File: src/rtl/adc16dv160_pkg.sv
// rtl/adc16dv160_pkg.sv - shared types and constants for the ADC16DV160 sample packer
//
// Purpose : FSM state encoding, trigger mode encoding, default widths and a
//           small helper that says whether a trigger mode is free-running.
// Contents: state_e, trig_mode_e, SAMPLE_W_DEF, DECIM_W_DEF, is_free_run()
package adc16dv160_pkg;

  localparam int SAMPLE_W_DEF = 16;
  localparam int DECIM_W_DEF  = 8;

  typedef enum logic [1:0] {
    IDLE      = 2'd0,
    ARM       = 2'd1,
    WAIT_TRIG = 2'd2,
    RUN       = 2'd3
  } state_e;

  typedef enum logic [1:0] {
    TRIG_FREE = 2'd0,
    TRIG_RISE = 2'd1,
    TRIG_FALL = 2'd2,
    TRIG_RSVD = 2'd3
  } trig_mode_e;

  // The reserved encoding behaves exactly like free-run.
  function automatic logic is_free_run(input trig_mode_e m);
    return (m == TRIG_FREE) || (m == TRIG_RSVD);
  endfunction

endpackage

File: src/rtl/adc16dv160_trigger_detect.sv
// rtl/adc16dv160_trigger_detect.sv - combinational level-crossing detector
//
// Purpose : Flags a rising or falling crossing of a threshold between two
//           consecutive samples. Compare is two's complement when SIGNED=1,
//           unsigned otherwise. Free-run/reserved modes never fire.
// Ports   : s_prev_i  older sample
//           s_cur_i   newer sample (the trigger sample when fire_o=1)
//           lvl_i     threshold
//           mode_i    trigger mode
//           fire_o    crossing detected
module adc16dv160_trigger_detect
  import adc16dv160_pkg::*;
#(
  parameter int SAMPLE_W = SAMPLE_W_DEF,
  parameter bit SIGNED   = 1'b1
) (
  input  logic [SAMPLE_W-1:0] s_prev_i,
  input  logic [SAMPLE_W-1:0] s_cur_i,
  input  logic [SAMPLE_W-1:0] lvl_i,
  input  trig_mode_e          mode_i,
  output logic                fire_o
);

  // Extending by one bit (sign bit or zero) lets a single signed compare
  // serve both the signed and unsigned interpretations.
  logic signed [SAMPLE_W:0] prev_x;
  logic signed [SAMPLE_W:0] cur_x;
  logic signed [SAMPLE_W:0] lvl_x;

  assign prev_x = $signed({SIGNED & s_prev_i[SAMPLE_W-1], s_prev_i});
  assign cur_x  = $signed({SIGNED & s_cur_i[SAMPLE_W-1],  s_cur_i});
  assign lvl_x  = $signed({SIGNED & lvl_i[SAMPLE_W-1],    lvl_i});

  always_comb begin
    fire_o = 1'b0;
    case (mode_i)
      TRIG_RISE: fire_o = (prev_x < lvl_x) && (cur_x >= lvl_x);
      TRIG_FALL: fire_o = (prev_x > lvl_x) && (cur_x <= lvl_x);
      default:   fire_o = 1'b0;
    endcase
  end

endmodule

File: src/rtl/adc16dv160_sample_packer.sv
// rtl/adc16dv160_sample_packer.sv - ADC sample decimator, trigger and 2:1 word packer
//
// Purpose : adc_clk-domain front end ahead of the dual-clock FIFO. Registers
//           raw samples, optionally decimates and waits for a level trigger,
//           and packs two kept samples per word (older in the low half).
// Ports   : adc_clk     sample clock
//           adc_rst     asynchronous active-high reset
//           adc_data    raw sample, one per clock
//           enable      run request
//           decim       keep 1 of every decim+1 samples (latched in IDLE)
//           trig_mode   0/3 free-run, 1 rising, 2 falling (latched in IDLE)
//           trig_level  trigger threshold (latched in IDLE)
//           pattern     replace kept samples by a ramp (latched in IDLE)
//           out_full    downstream FIFO full
//           out_data    packed word
//           out_valid   one-cycle write strobe
//           triggered   high while in RUN
//           overflow    sticky: a word was dropped on out_full
module adc16dv160_sample_packer
  import adc16dv160_pkg::*;
#(
  parameter int SAMPLE_W = SAMPLE_W_DEF,
  parameter int DECIM_W  = DECIM_W_DEF,
  parameter int SIGNED   = 1
) (
  input  logic                  adc_clk,
  input  logic                  adc_rst,
  input  logic [SAMPLE_W-1:0]   adc_data,
  input  logic                  enable,
  input  logic [DECIM_W-1:0]    decim,
  input  logic [1:0]            trig_mode,
  input  logic [SAMPLE_W-1:0]   trig_level,
  input  logic                  pattern,
  input  logic                  out_full,
  output logic [2*SAMPLE_W-1:0] out_data,
  output logic                  out_valid,
  output logic                  triggered,
  output logic                  overflow
);

  state_e                  state_q, state_d;
  logic [SAMPLE_W-1:0]     s_cur_q, s_prev_q;
  logic [DECIM_W-1:0]      decim_q, cnt_q, cnt_d;
  trig_mode_e              mode_q;
  logic [SAMPLE_W-1:0]     lvl_q;
  logic                    pattern_q;
  logic                    half_q;
  logic [SAMPLE_W-1:0]     lo_q;
  logic [SAMPLE_W-1:0]     ramp_q;
  logic                    live_q;
  logic [2*SAMPLE_W-1:0]   out_data_q;
  logic                    out_valid_q, triggered_q, overflow_q;

  logic                    fire;
  logic                    run_now, trig_now, consume, keep;
  logic [SAMPLE_W-1:0]     sample_d;

  adc16dv160_trigger_detect #(
    .SAMPLE_W (SAMPLE_W),
    .SIGNED   (SIGNED != 0)
  ) u_trig (
    .s_prev_i (s_prev_q),
    .s_cur_i  (s_cur_q),
    .lvl_i    (lvl_q),
    .mode_i   (mode_q),
    .fire_o   (fire)
  );

  // live_q tags the sample now in s_cur_q as captured while RUN was active
  // (or as the one right after the trigger sample). This keeps the sample
  // that was on adc_data during the first RUN cycle as the first kept one,
  // rather than a sample captured back in ARM.
  assign run_now  = enable && (state_q == RUN) && live_q;
  // The trigger sample itself is consumed on the edge the trigger fires.
  assign trig_now = enable && (state_q == WAIT_TRIG) && fire;
  assign consume  = run_now || trig_now;
  assign keep     = consume && (cnt_q == '0);
  assign sample_d = pattern_q ? ramp_q : s_cur_q;
  assign cnt_d    = (cnt_q == decim_q) ? '0 : cnt_q + DECIM_W'(1);

  always_comb begin
    state_d = state_q;
    if (!enable) begin
      state_d = IDLE;
    end else begin
      case (state_q)
        IDLE:      state_d = ARM;
        ARM:       state_d = (is_free_run(mode_q) || pattern_q) ? RUN : WAIT_TRIG;
        WAIT_TRIG: state_d = fire ? RUN : WAIT_TRIG;
        default:   state_d = RUN;
      endcase
    end
  end

  always_ff @(posedge adc_clk or posedge adc_rst) begin
    if (adc_rst) begin
      state_q     <= IDLE;
      s_cur_q     <= '0;
      s_prev_q    <= '0;
      decim_q     <= '0;
      cnt_q       <= '0;
      mode_q      <= TRIG_FREE;
      lvl_q       <= '0;
      pattern_q   <= 1'b0;
      half_q      <= 1'b0;
      lo_q        <= '0;
      ramp_q      <= '0;
      live_q      <= 1'b0;
      out_data_q  <= '0;
      out_valid_q <= 1'b0;
      triggered_q <= 1'b0;
      overflow_q  <= 1'b0;
    end else begin
      s_cur_q     <= adc_data;
      s_prev_q    <= s_cur_q;
      state_q     <= state_d;
      triggered_q <= (state_d == RUN);
      live_q      <= trig_now || (enable && (state_q == RUN));
      out_valid_q <= 1'b0;

      if ((state_q == IDLE) && enable) begin
        decim_q    <= decim;
        mode_q     <= trig_mode_e'(trig_mode);
        lvl_q      <= trig_level;
        pattern_q  <= pattern;
        cnt_q      <= '0;
        half_q     <= 1'b0;
        ramp_q     <= '0;
        overflow_q <= 1'b0;
      end

      if (consume) begin
        cnt_q <= cnt_d;
        if (keep) begin
          ramp_q <= ramp_q + SAMPLE_W'(1);
          if (half_q) begin
            half_q <= 1'b0;
            // A full FIFO drops this word only; the next kept sample still
            // starts a fresh pair, so alignment is never shifted.
            if (out_full) begin
              overflow_q <= 1'b1;
            end else begin
              out_valid_q <= 1'b1;
              out_data_q  <= {sample_d, lo_q};
            end
          end else begin
            lo_q   <= sample_d;
            half_q <= 1'b1;
          end
        end
      end
    end
  end

  assign out_data  = out_data_q;
  assign out_valid = out_valid_q;
  assign triggered = triggered_q;
  assign overflow  = overflow_q;

endmodule

File: config.mk
export PLATFORM = sky130hd
export DESIGN_NAME = adc16dv160_sample_packer
export DESIGN_NICKNAME = d
export VERILOG_FILES = /design/src/rtl/adc16dv160_pkg.sv /design/src/rtl/adc16dv160_trigger_detect.sv /design/src/rtl/adc16dv160_sample_packer.sv
export SDC_FILE = /design/constraint.sdc
export NUM_CORES = 1
export LEC_CHECK = 0
export CORE_MARGIN = 2
export CORE_UTILIZATION = 50
export DETAILED_ROUTE_END_ITERATION = 16
export GPL_ROUTABILITY_DRIVEN = 0
export PLACE_DENSITY = 0.74
export SYNTH_ARGS = -nofsm -noshare
export SYNTH_HDL_FRONTEND = slang
export SYNTH_SLANG_ARGS = --single-unit
export TNS_END_PERCENT = 20
File: constraint.sdc
create_clock -name adc_clk -period 5.4 [get_ports adc_clk]
set_input_delay 1.62 -clock adc_clk [delete_from_list [all_inputs] [get_ports adc_clk]]
set_output_delay 1.62 -clock adc_clk [all_outputs]
set_load 0.01 [all_outputs]
==> impl_metrics.tcl <==
set metrics [dict create \
    dp_cells 749 \
    row_count 41 \
    area_growth_pct 24.3 \
    outcome "finished, final reports clean" \
    cts_max_level 4 \
    rsz0062_at_grt "false" \
    die-area_sq_mm 0.0139 \
    synth-seq-cells 138 \
    timing_worst_slew_pin_value_ps 1210 \
    fin_nets 680 \
    grt_pass1_vias 4667 \
    cp_slowest_cell "or4_1" \
    cp.required_ps 5700 \
    synth-seq-area-share_pct 53.2 \
    io_buffers 81 \
    viasPerCell 5.62 \
    grt_pass1_wl_microns 23400 \
    netlist_area_sq_mm 0.00649 \
    cts_resized 0 \
    io_pins 82 \
    avgSynthCellArea_sq_um 12.8 \
    relSlewSlack_pct 18.9 \
    final.setup.tns_ps 0 \
    firstDrtPassIters 5 \
    numClockSinks 138 \
    synthTopCellsByCount "dfrtp_1, mux2_2, ha_1, inv_1, nand2_1" \
    wl_per_cell_microns 17.8 \
    post-cts-setup-buffers 0 \
    layout-drive-gt1-share_pct 22.7 \
    yosysMostFrequentCell "dfrtp_1" \
    cts_buffer_depth 2 \
    syn_nets 591 \
    period_minus_slack_ps 4380 \
    drc 0 \
    drt_iter0_drc 311 \
    ant_nets 0 \
    leakagePower_nw 3.86 \
    grt_overflow 0 \
    n_antenna_cell 0 \
    via_count 4376 \
    fillCellCount 977 \
    hold_class "flop to flop" \
    ir_drop_mv 0.278 \
    synth_top_area_share_pct 53.2 \
    finalClockSkew_ps 12.9 \
    fin_crit_sh_pct 81.1 \
    cp.arrival_ps 4680 \
    antenna_found_initial 0 \
    hold_viol_final 0 \
    path_cells "clkdlybuf4s50_1, nand2_1, or4_1, nor2_1, a21boi_1, a221o_1" \
    final_area_sq_mm 0.00807 \
    crit_fanout 15 \
    synth_edf_count 0 \
    core_sq_mm 0.0127 \
    fp.dieH_microns 118 \
    finalSetupViolCount 0 \
    cpPeakStageDelay_ps 580 \
    clock_latency_ps 420 \
    synthArstFlopShare_pct 100 \
    yosys_warnings 0 \
    cts-root-buf "clkbuf_16" \
    syn-instance-count 507 \
    hpwl_microns 9660 \
    die_w_microns 118 \
    slew_violations 0 \
    cts_made_buffers 17 \
    synthFlopType "dfrtp_1" \
    grt_max_degree 83 \
    ys_top_cells_by_area "dfrtp_1, mux2_2, ha_1" \
    grt_use_total_pct 21.5 \
    totalWireLength_microns 13900 \
    path_class "primary input to flop" \
    stdcell_count 779 \
    start_util_pct 51.2 \
    drv_cap 0 \
    dpl_cell_area_sq_mm 0.00747 \
    cp-start-kind "primary input" \
    synth_area_leader_cell "dfrtp_1" \
    max_freq_mhz 228 \
    cts_hold_buf 0 \
    clkTransAtPathRegs_ps 60 \
    synthDistinctLibCells 49 \
    cts_tree "built" \
    end_kind "flop" \
    power.density_mw_per_mm2 391 \
]
critical path, delay by kind of cell:
| kind | cells | cell delay [ps] |
|---|---|---|
| AO/OA/AOI/OAI | 2 | 1020 |
| AND/OR/NAND/NOR | 3 | 1490 |
| buffers and inverters | 1 | 530 |
worst paths after layout:
path	startpoint	to	slack, ps	cells after the start
worst max-delay path	enable	ramp_q[12]$_DFF_PP0_	1020	6
worst min-delay path	s_cur_q[0]$_DFF_PP0_	s_prev_q[0]$_DFF_PP0_	380	0
worst max register to register	s_cur_q[15]$_DFF_PP0_	ramp_q[12]$_DFF_PP0_	1280	9
worst min register to register	s_cur_q[0]$_DFF_PP0_	s_prev_q[0]$_DFF_PP0_	380	0
max in group asynchronous	adc_rst	lo_q[14]$_DFFE_PP0P_	2830	3
min in group asynchronous	adc_rst	decim_q[4]$_DFFE_PP0P_	1710	2
report_power, final:
part           switching, mW  internal, mW
combinational          0.339         0.340
clock                  0.412         0.757
sequential             0.114          1.19
total                  0.866          2.29
sequential cells by signal, summed over array words and instances, names as in the netlist:
| name | cells |
|---|---|
| out_data | 32 |
| s_cur_q | 16 |
| ramp_q | 16 |
| out_valid | 1 |
| decim_q | 8 |
| half_q | 1 |
| overflow | 1 |
| lo_q | 16 |
| cnt_q | 8 |
| s_prev_q | 16 |
| state_q | 2 |
| lvl_q | 16 |
| pattern_q | 1 |
| live_q | 1 |
| triggered | 1 |
| mode_q | 2 |
cell type report:
type	instances	area (sq um)	area share [%]
tap	172	215	2.67
inverter	24	95.1	1.18
clock inverter	7	116	1.44
clock buffer	23	478	5.92
multi-input combinational	328	2850	35.4
sequential	138	3450	42.8
timing repair buffer	87	856	10.6
per-stage QoR:
step                      total power, mW  setup WS, ps  util, %  hold slack, ps
after global placement               1.96           687     59.0             366
after global routing                 3.33           778     63.7             405
final                                3.15          1020     63.7             380
after detailed placement             2.00           655     59.0             370
after CTS                            3.19          1090     63.7             384
after floorplan                      1.79          83.8        -             354
per-layer routing:
metal / global-route usage (%) / vias to the layer above / part of all wire [%]
li1: - / 2037 / -
met1: 27.4 / 2202 / 44
met2: 35.2 / 118 / 49
met3: 6.25 / 19 / 5.3
met4: 7.38 / 0 / 1.4
met5: 0 / - / 0
cells by family (layout without fill, tap and decap cells):
| kind of cell | count (synthesis) | in the layout | share of synthesized area, % |
|---|---|---|---|
| compound gates | 70 | 70 | 8.58 |
| buf+inv | 41 | 141 | 2.83 |
| mux | 94 | 94 | 16.5 |
| xor+xnor | 11 | 11 | 1.48 |
| simple gates | 116 | 116 | 10.3 |
| fa+ha+maj | 37 | 37 | 7.13 |
| flops | 138 | 138 | 53.2 |
cells in the final DEF (no fill, tap or decap), types with 6 or more instances in the layout:
cell type and instances:
buf_4 6, xor2_1 10, a221o_1 7, a21oi_1 14
a2111oi_0 9, nand4_1 8, nand2b_1 14, nor2_1 17
dfrtp_1 138, mux2_2 90, clkbuf_16 17, clkdlybuf4s50_1 81
nand2_1 21, a21o_1 15, nand3_1 14, inv_1 23
nor3_1 6, and3_1 12, ha_1 37
Note: power is estimated with default switching activity, not from simulation.
